$ cat config.mk
export PLATFORM = sky130hd
export DESIGN_NAME = ff_cmd_sequencer
export DESIGN_NICKNAME = d
export VERILOG_FILES = /design/src/rtl/ff_seq_pkg.sv /design/src/rtl/ff_seq_fifo.sv /design/src/rtl/ff_cmd_sequencer.sv
export SDC_FILE = /design/constraint.sdc
export NUM_CORES = 1
export LEC_CHECK = 0
export CELL_PAD_IN_SITES_DETAIL_PLACEMENT = 0
export CELL_PAD_IN_SITES_GLOBAL_PLACEMENT = 1
export CORE_UTILIZATION = 42
export CTS_BUF_LIST = sky130_fd_sc_hd__clkbuf_8 sky130_fd_sc_hd__clkbuf_16
export CTS_CLUSTER_DIAMETER = 80
export DETAILED_ROUTE_END_ITERATION = 7
export PLACE_DENSITY = 0.76
export SLEW_MARGIN = 20
export SYNTH_ARGS = -nofsm -noshare
export SYNTH_HDL_FRONTEND = slang
export SYNTH_SLANG_ARGS = --single-unit
$ cat constraint.sdc
create_clock -name clk -period 2 [get_ports clk]
set_input_delay 0.2 -clock clk [delete_from_list [all_inputs] [get_ports clk]]
set_output_delay 0.2 -clock clk [all_outputs]
set_load 0.05 [all_outputs]
$ cat src/rtl/ff_seq_pkg.sv
// Shared definitions for the set/clear/toggle flop command sequencer.
// Holds the {a,b} opcode encodings, the sequencer state encoding, and the
// next-state function of the downstream flop, which is used for the shadow model.
package ff_seq_pkg;

  // Opcodes are the literal {a,b} drive applied to the flop
  localparam logic [1:0] OP_HOLD = 2'b00;
  localparam logic [1:0] OP_CLR  = 2'b01;
  localparam logic [1:0] OP_TOG  = 2'b10;
  localparam logic [1:0] OP_SET  = 2'b11;

  typedef enum logic [1:0] {
    ST_SYNC = 2'd0,
    ST_IDLE = 2'd1,
    ST_RUN  = 2'd2
  } state_t;

  // Next q of the downstream flop: 00 hold, 11 set, 01 clear, 10 toggle
  function automatic logic next_q(input logic a, input logic b, input logic q);
    return (~a & ~b & q) | (a & b) | (a & ~q);
  endfunction

endpackage

$ cat src/rtl/ff_seq_fifo.sv
// Synchronous command FIFO for the flop sequencer.
// Ports:
//   clk, rst_n   - clock, async active-low reset (flushes the FIFO)
//   push, wdata  - write request and data; push is ignored when the FIFO is full
//   pop, rdata   - pop request and head-of-queue data; pop is ignored when the FIFO is empty
//   full, empty  - occupancy flags, decoded from the registered count
module ff_seq_fifo #(
  parameter int unsigned DEPTH = 4,
  parameter int unsigned W     = 6
) (
  input  logic         clk,
  input  logic         rst_n,
  input  logic         push,
  input  logic [W-1:0] wdata,
  input  logic         pop,
  output logic [W-1:0] rdata,
  output logic         full,
  output logic         empty
);

  localparam int unsigned AW = (DEPTH > 1) ? $clog2(DEPTH) : 1;
  localparam int unsigned CW = AW + 1;

  logic [W-1:0]  mem [DEPTH];
  logic [AW-1:0] wr_ptr;
  logic [AW-1:0] rd_ptr;
  logic [CW-1:0] count;
  logic          do_push;
  logic          do_pop;

  assign do_push = push & ~full;
  assign do_pop  = pop & ~empty;
  assign full    = (count == CW'(DEPTH));
  assign empty   = (count == '0);
  assign rdata   = mem[rd_ptr];

  // Pointers wrap naturally because DEPTH is a power of two
  always_ff @(posedge clk or negedge rst_n) begin
    if (!rst_n) begin
      wr_ptr <= '0;
      rd_ptr <= '0;
      count  <= '0;
    end else begin
      if (do_push) wr_ptr <= wr_ptr + AW'(1);
      if (do_pop)  rd_ptr <= rd_ptr + AW'(1);
      case ({do_push, do_pop})
        2'b10:   count <= count + CW'(1);
        2'b01:   count <= count - CW'(1);
        default: count <= count;
      endcase
    end
  end

  // Storage needs no reset; the registered count masks stale entries
  always_ff @(posedge clk) begin
    if (do_push) mem[wr_ptr] <= wdata;
  end

endmodule

$ cat src/rtl/ff_cmd_sequencer.sv
// Command sequencer for the set/clear/toggle flop.
// Takes {op,cnt} commands through a valid/ready interface and queues them.
// Expands each command into cmd_cnt+1 cycles of {a,b} drive, and tracks a
// shadow copy of the flop's q. Any divergence from the real q_in is flagged
// on a sticky mismatch flag. After reset, one SYNC cycle drives CLEAR so that
// the unreset flop starts from a known 0.
// Ports:
//   clk, rst_n              - clock shared with the flop, async active-low reset
//   cmd_valid/ready/op/cnt  - command input handshake
//   a, b                    - registered flop drive
//   q_in                    - flop output
//   expected_q              - shadow q
//   mismatch, mismatch_clr  - sticky compare error and its clear
//   cmd_done                - one-cycle pulse after a command's final cycle
//   busy                    - high when not IDLE or when commands are queued
module ff_cmd_sequencer
  import ff_seq_pkg::*;
#(
  parameter int unsigned DEPTH = 4,
  parameter int unsigned CNT_W = 4
) (
  input  logic             clk,
  input  logic             rst_n,
  input  logic             cmd_valid,
  output logic             cmd_ready,
  input  logic [1:0]       cmd_op,
  input  logic [CNT_W-1:0] cmd_cnt,
  output logic             a,
  output logic             b,
  input  logic             q_in,
  output logic             expected_q,
  output logic             mismatch,
  input  logic             mismatch_clr,
  output logic             cmd_done,
  output logic             busy
);

  localparam int unsigned CMD_W = 2 + CNT_W;

  state_t           state;
  state_t           state_nxt;
  logic [CNT_W-1:0] remaining;
  logic [CNT_W-1:0] remaining_nxt;
  logic             a_nxt;
  logic             b_nxt;
  logic             done_nxt;
  logic             pop;
  logic             push;
  logic             check_en;
  logic             fifo_full;
  logic             fifo_empty;
  logic [CMD_W-1:0] head;
  logic [1:0]       head_op;
  logic [CNT_W-1:0] head_cnt;

  // Handshake and status are decoded from registers only
  assign cmd_ready = ~fifo_full & (state != ST_SYNC);
  assign push      = cmd_valid & cmd_ready;
  assign busy      = (state != ST_IDLE) | ~fifo_empty;
  assign {head_op, head_cnt} = head;

  ff_seq_fifo #(
    .DEPTH (DEPTH),
    .W     (CMD_W)
  ) u_fifo (
    .clk   (clk),
    .rst_n (rst_n),
    .push  (push),
    .wdata ({cmd_op, cmd_cnt}),
    .pop   (pop),
    .rdata (head),
    .full  (fifo_full),
    .empty (fifo_empty)
  );

  // State register
  always_ff @(posedge clk or negedge rst_n) begin
    if (!rst_n) state <= ST_SYNC;
    else        state <= state_nxt;
  end

  // Next-state logic
  always_comb begin
    state_nxt = state;
    case (state)
      ST_SYNC: state_nxt = ST_IDLE;
      ST_IDLE: if (!fifo_empty) state_nxt = ST_RUN;
      ST_RUN:  if ((remaining == '0) && fifo_empty) state_nxt = ST_IDLE;
      default: state_nxt = ST_SYNC;
    endcase
  end

  // Output/datapath next values; a finished command chains straight into the next one
  always_comb begin
    pop           = 1'b0;
    a_nxt         = a;
    b_nxt         = b;
    remaining_nxt = remaining;
    done_nxt      = 1'b0;
    case (state)
      ST_SYNC: {a_nxt, b_nxt} = OP_HOLD;
      ST_IDLE: begin
        {a_nxt, b_nxt} = OP_HOLD;
        if (!fifo_empty) begin
          pop            = 1'b1;
          {a_nxt, b_nxt} = head_op;
          remaining_nxt  = head_cnt;
        end
      end
      ST_RUN: begin
        if (remaining != '0) begin
          remaining_nxt = remaining - CNT_W'(1);
        end else begin
          done_nxt = 1'b1;
          if (!fifo_empty) begin
            pop            = 1'b1;
            {a_nxt, b_nxt} = head_op;
            remaining_nxt  = head_cnt;
          end else begin
            {a_nxt, b_nxt} = OP_HOLD;
          end
        end
      end
      default: {a_nxt, b_nxt} = OP_CLR;
    endcase
  end

  // Registered drive, shadow model and sticky checker
  always_ff @(posedge clk or negedge rst_n) begin
    if (!rst_n) begin
      a          <= 1'b0;
      b          <= 1'b1;
      remaining  <= '0;
      cmd_done   <= 1'b0;
      expected_q <= 1'b0;
      check_en   <= 1'b0;
      mismatch   <= 1'b0;
    end else begin
      a          <= a_nxt;
      b          <= b_nxt;
      remaining  <= remaining_nxt;
      cmd_done   <= done_nxt;
      // The SYNC cycle drives CLEAR, so the flop and the shadow both land on 0
      expected_q <= (state == ST_SYNC) ? 1'b0 : next_q(a, b, expected_q);
      check_en   <= check_en | (state == ST_SYNC);
      // A new error beats a simultaneous clear
      if (check_en && (q_in != expected_q)) mismatch <= 1'b1;
      else if (mismatch_clr)                mismatch <= 1'b0;
    end
  end

endmodule

==> impl_metrics.env <==
export IMPL_violations="negative setup slack"
export IMPL_drtPass1Iterations=4
export IMPL_p_clk_share_pct=15.0
export IMPL_rsz0062_at_grt="true"
export IMPL_globalRouteMet1Util_pct=18.8
export IMPL_worstSetupStartpoint="state[0]"
export IMPL_r2r_cells=10
export IMPL_netlist_cell_type_count=41
export IMPL_cts_clk_slew_worst_paths_ps=80
export IMPL_ioPinCount=18
export IMPL_synthCells=142
export IMPL_htree_levels=2
export IMPL_slowest_stage="dfrtp_1"
export IMPL_cts_sinks=43
export IMPL_r2r_start="state[0]"
export IMPL_fin_util_pct=57.4
export IMPL_cts_root_buf="clkbuf_8"
export IMPL_met2_usage_pct=27.5
export IMPL_cp_depth=10
export IMPL_final_cell_mix="edfxtp_1, buf_4, dfrtp_1, clkdlybuf4s50_1, inv_1"
export IMPL_yosysWarnings=0
export IMPL_die_x_microns=71.5
export IMPL_synth_seq_area_share_pct=59.0
export IMPL_grt_usage_pct=16.1
export IMPL_synthesis_nets=165
export IMPL_grt_max_degree=14
export IMPL_synth_top_area_cell="edfxtp_1"
export IMPL_p_int_w=0.00271
export IMPL_path_class="flip-flop to flip-flop"
export IMPL_nNetsFinal=208
export IMPL_grt_busiest_layer="met2"
export IMPL_drt_total_wl_microns=3590
export IMPL_met3_usage_pct=3.66
export IMPL_tightest_slew_ps=551
export IMPL_port_buffers=17
export IMPL_crit_path_end="u_fifo.count[2]"
export IMPL_core_region_area_sq_um=4500
export IMPL_status="finished with violations"
export IMPL_vias=1240
export IMPL_dpl_hpwl_microns=2690
export IMPL_synth_top_flop_cell="edfxtp_1"
export IMPL_power_density_nw_per_um2=1660
export IMPL_worst_path_dominant_cell_family="adder cells"
export IMPL_crit_chain="inv_2 > ha_4 > nand4bb_1 > a21oi_2 > ha_4 > inv_2 > fa_2 > xor2_1 > nor2_1 > xor2_1"
export IMPL_stdcell_count=238
export IMPL_sw_frac_of_total_pct=37.0
export IMPL_place_congestion=0.849
export IMPL_syn_area_sq_um=2030
export IMPL_syn_avg_cell_area_sq_um=14.3
export IMPL_ir_worst_vdd_uv=681
export IMPL_postRouteAntennaNets=0
export IMPL_antenna_cells=0
export IMPL_grt_pass1_wl_microns=6010
export IMPL_layout_min_cycle_time_ps=2030
export IMPL_placement_setup_worst_slack_ps=-152
export IMPL_drive_gt1_share_pct=28.5
export IMPL_hold_violations=0
export IMPL_setup_slack_ps=-26.8
export IMPL_clk_path_buf_depth=2
export IMPL_combPwrFrac_pct=51.0
export IMPL_r2r_end="u_fifo.count[2]"
export IMPL_cp_required_ps=2220
export IMPL_drt_initial_drc_count=56
export IMPL_holdCritPathClass="primary input to async pin"
export IMPL_die_area_sq_um=5120
export IMPL_max_cap_violations=0
export IMPL_period_share_pct=101
export IMPL_relSlewSlack_pct=63.2
export IMPL_worstPathMaxFanout=3
export IMPL_synth_seq_cells=43
export IMPL_worstSkewPairLatency_ps=290
export IMPL_routed_via_density=5.21
export IMPL_setup_violations=1
export IMPL_final_common_cell="edfxtp_1"
export IMPL_synth_edf_count=24
export IMPL_netSwitchingPower_w=0.00159
export IMPL_p_seq_share_pct=34.0
export IMPL_async_flop_share_pct=44.2
export IMPL_slowest_delay_ps=400
export IMPL_grt_pass1_vias=1326
export IMPL_initial_utilization_pct=45.1
export IMPL_synth_top_area_share_pct=35.5
export IMPL_rows=24
export IMPL_fin_area_sq_um=2580
export IMPL_placed_cells_incl_taps=227
export IMPL_fmax_mhz=493
export IMPL_critPathLaunchType="flip-flop"
export IMPL_cts_hold_buf=0
export IMPL_fillers=357
export IMPL_arrival_ps=2250
export IMPL_die_h_microns=71.5
export IMPL_path_buf_inv=2
export IMPL_maxSlewViolCount=0
export IMPL_drc=0
export IMPL_cts_buffers=5
export IMPL_wl_per_cell_microns=15.1
export IMPL_antenna_found_initial=0
export IMPL_leakage_nw=1.05
export IMPL_grt_overflow=0
export IMPL_worst_setup_path_end_kind="flip-flop"
export IMPL_place_area_sq_um=2440
export IMPL_reg2reg_slack_ps=-30
export IMPL_ys_top_cells_by_area="edfxtp_1, dfrtp_1, ha_1, mux4_1, inv_1"
export IMPL_skew_ps=8.95
export IMPL_syn2layout_area_growth_pct=27.2
export IMPL_cts_tree="done"
layer usage:
metal | up-vias | wire [microns]
met1 | 606 | 1520
met2 | 24 | 1850
met3 | 8 | 124
li1 | 602 | -
met5 | - | 0
met4 | 0 | 102
Yosys cell counts (2+ instances only):
cell type and number:
o21ai_0 4, ha_1 11, nand3_1 2, edfxtp_1 24
o31ai_1 2, xnor2_1 4, mux4_1 4, and3_1 4
mux4_2 2, a21oi_1 4, nand2_1 7, mux2i_1 3
inv_1 14, dfrtp_1 18, xor2_1 4, nor2b_1 3
nor2_1 8
per-stage QoR:
stage                     hold WS [ps]  TNS (ps)  total power (W)
after global placement             454     -88.1          0.00350
after floorplan                  -95.6      -289          0.00284
after detailed placement           457      -152          0.00357
after CTS                          258     -31.2          0.00432
after global routing               296      -153          0.00460
final                              259     -26.8          0.00430
power by group through the flow:
stage	Clock, W	Combinational (W)	Sequential (W)
finish	0.000645	0.00219	0.00146
CTS	0.000663	0.00220	0.00146
global placement	0	0.00206	0.00144
floorplan	0	0.00133	0.00150
global route	0.000700	0.00240	0.00150
detailed placement	0	0.00211	0.00146
kinds of logic after synthesis:
group / Yosys count / share of synthesized area (%)
xor+xnor: 8 / 3.45
flops: 43 / 59.0
simple gates: 33 / 9.49
mux: 10 / 9.43
fa+ha+maj: 12 / 7.76
compound gates: 20 / 7.58
buf+inv: 16 / 3.33
repair_timing:
| action | CTS | global route |
|---|---|---|
| setup endpoints to repair | 1 | 1 |
| resized for setup | 2 | 3 |
| setup buffers | 2 | 1 |
| pin swaps | 6 | 1 |
sequential cells by signal (all words and copies together) (netlist names):
register	flops
a	1
u_fifo.count	3
cmd_done	1
u_fifo.rd_ptr	2
u_fifo.wr_ptr	2
check_en	1
remaining	4
expected_q	1
b	1
state	2
mismatch	1
u_fifo.mem	24
worst min-delay path by stage:
stage	startpoint	to	cells past startpoint
finish	rst_n	remaining[1]	1
detailed placement	check_en	check_en	1
global route	rst_n	remaining[1]	1
CTS	rst_n	a	1
floorplan	rst_n	a	0
global placement	check_en	check_en	1
final cells by class:
class                      instances  area (sq um)  share of cell area, %
clock buffer                       5          68.8                   2.66
clock inverter                     3          38.8                   1.50
inverter                          14          52.6                   2.03
multi-input combinational         83           825                   31.9
sequential                        43          1200                   46.4
tap                               52          65.1                   2.52
timing repair buffer              38           335                   13.0
worst register-to-register path, delay by kind of cell (launching register included):
kind                       cells  cell delay (ps)
AOI/OAI and AO/OA              1              230
xor gates and xnor gates       2              290
adders and majority gates      3              620
buffers and inverters          2              150
DFF                            1              400
and+or+nand+nor                2              250
Power figures use the tool's default switching activity.
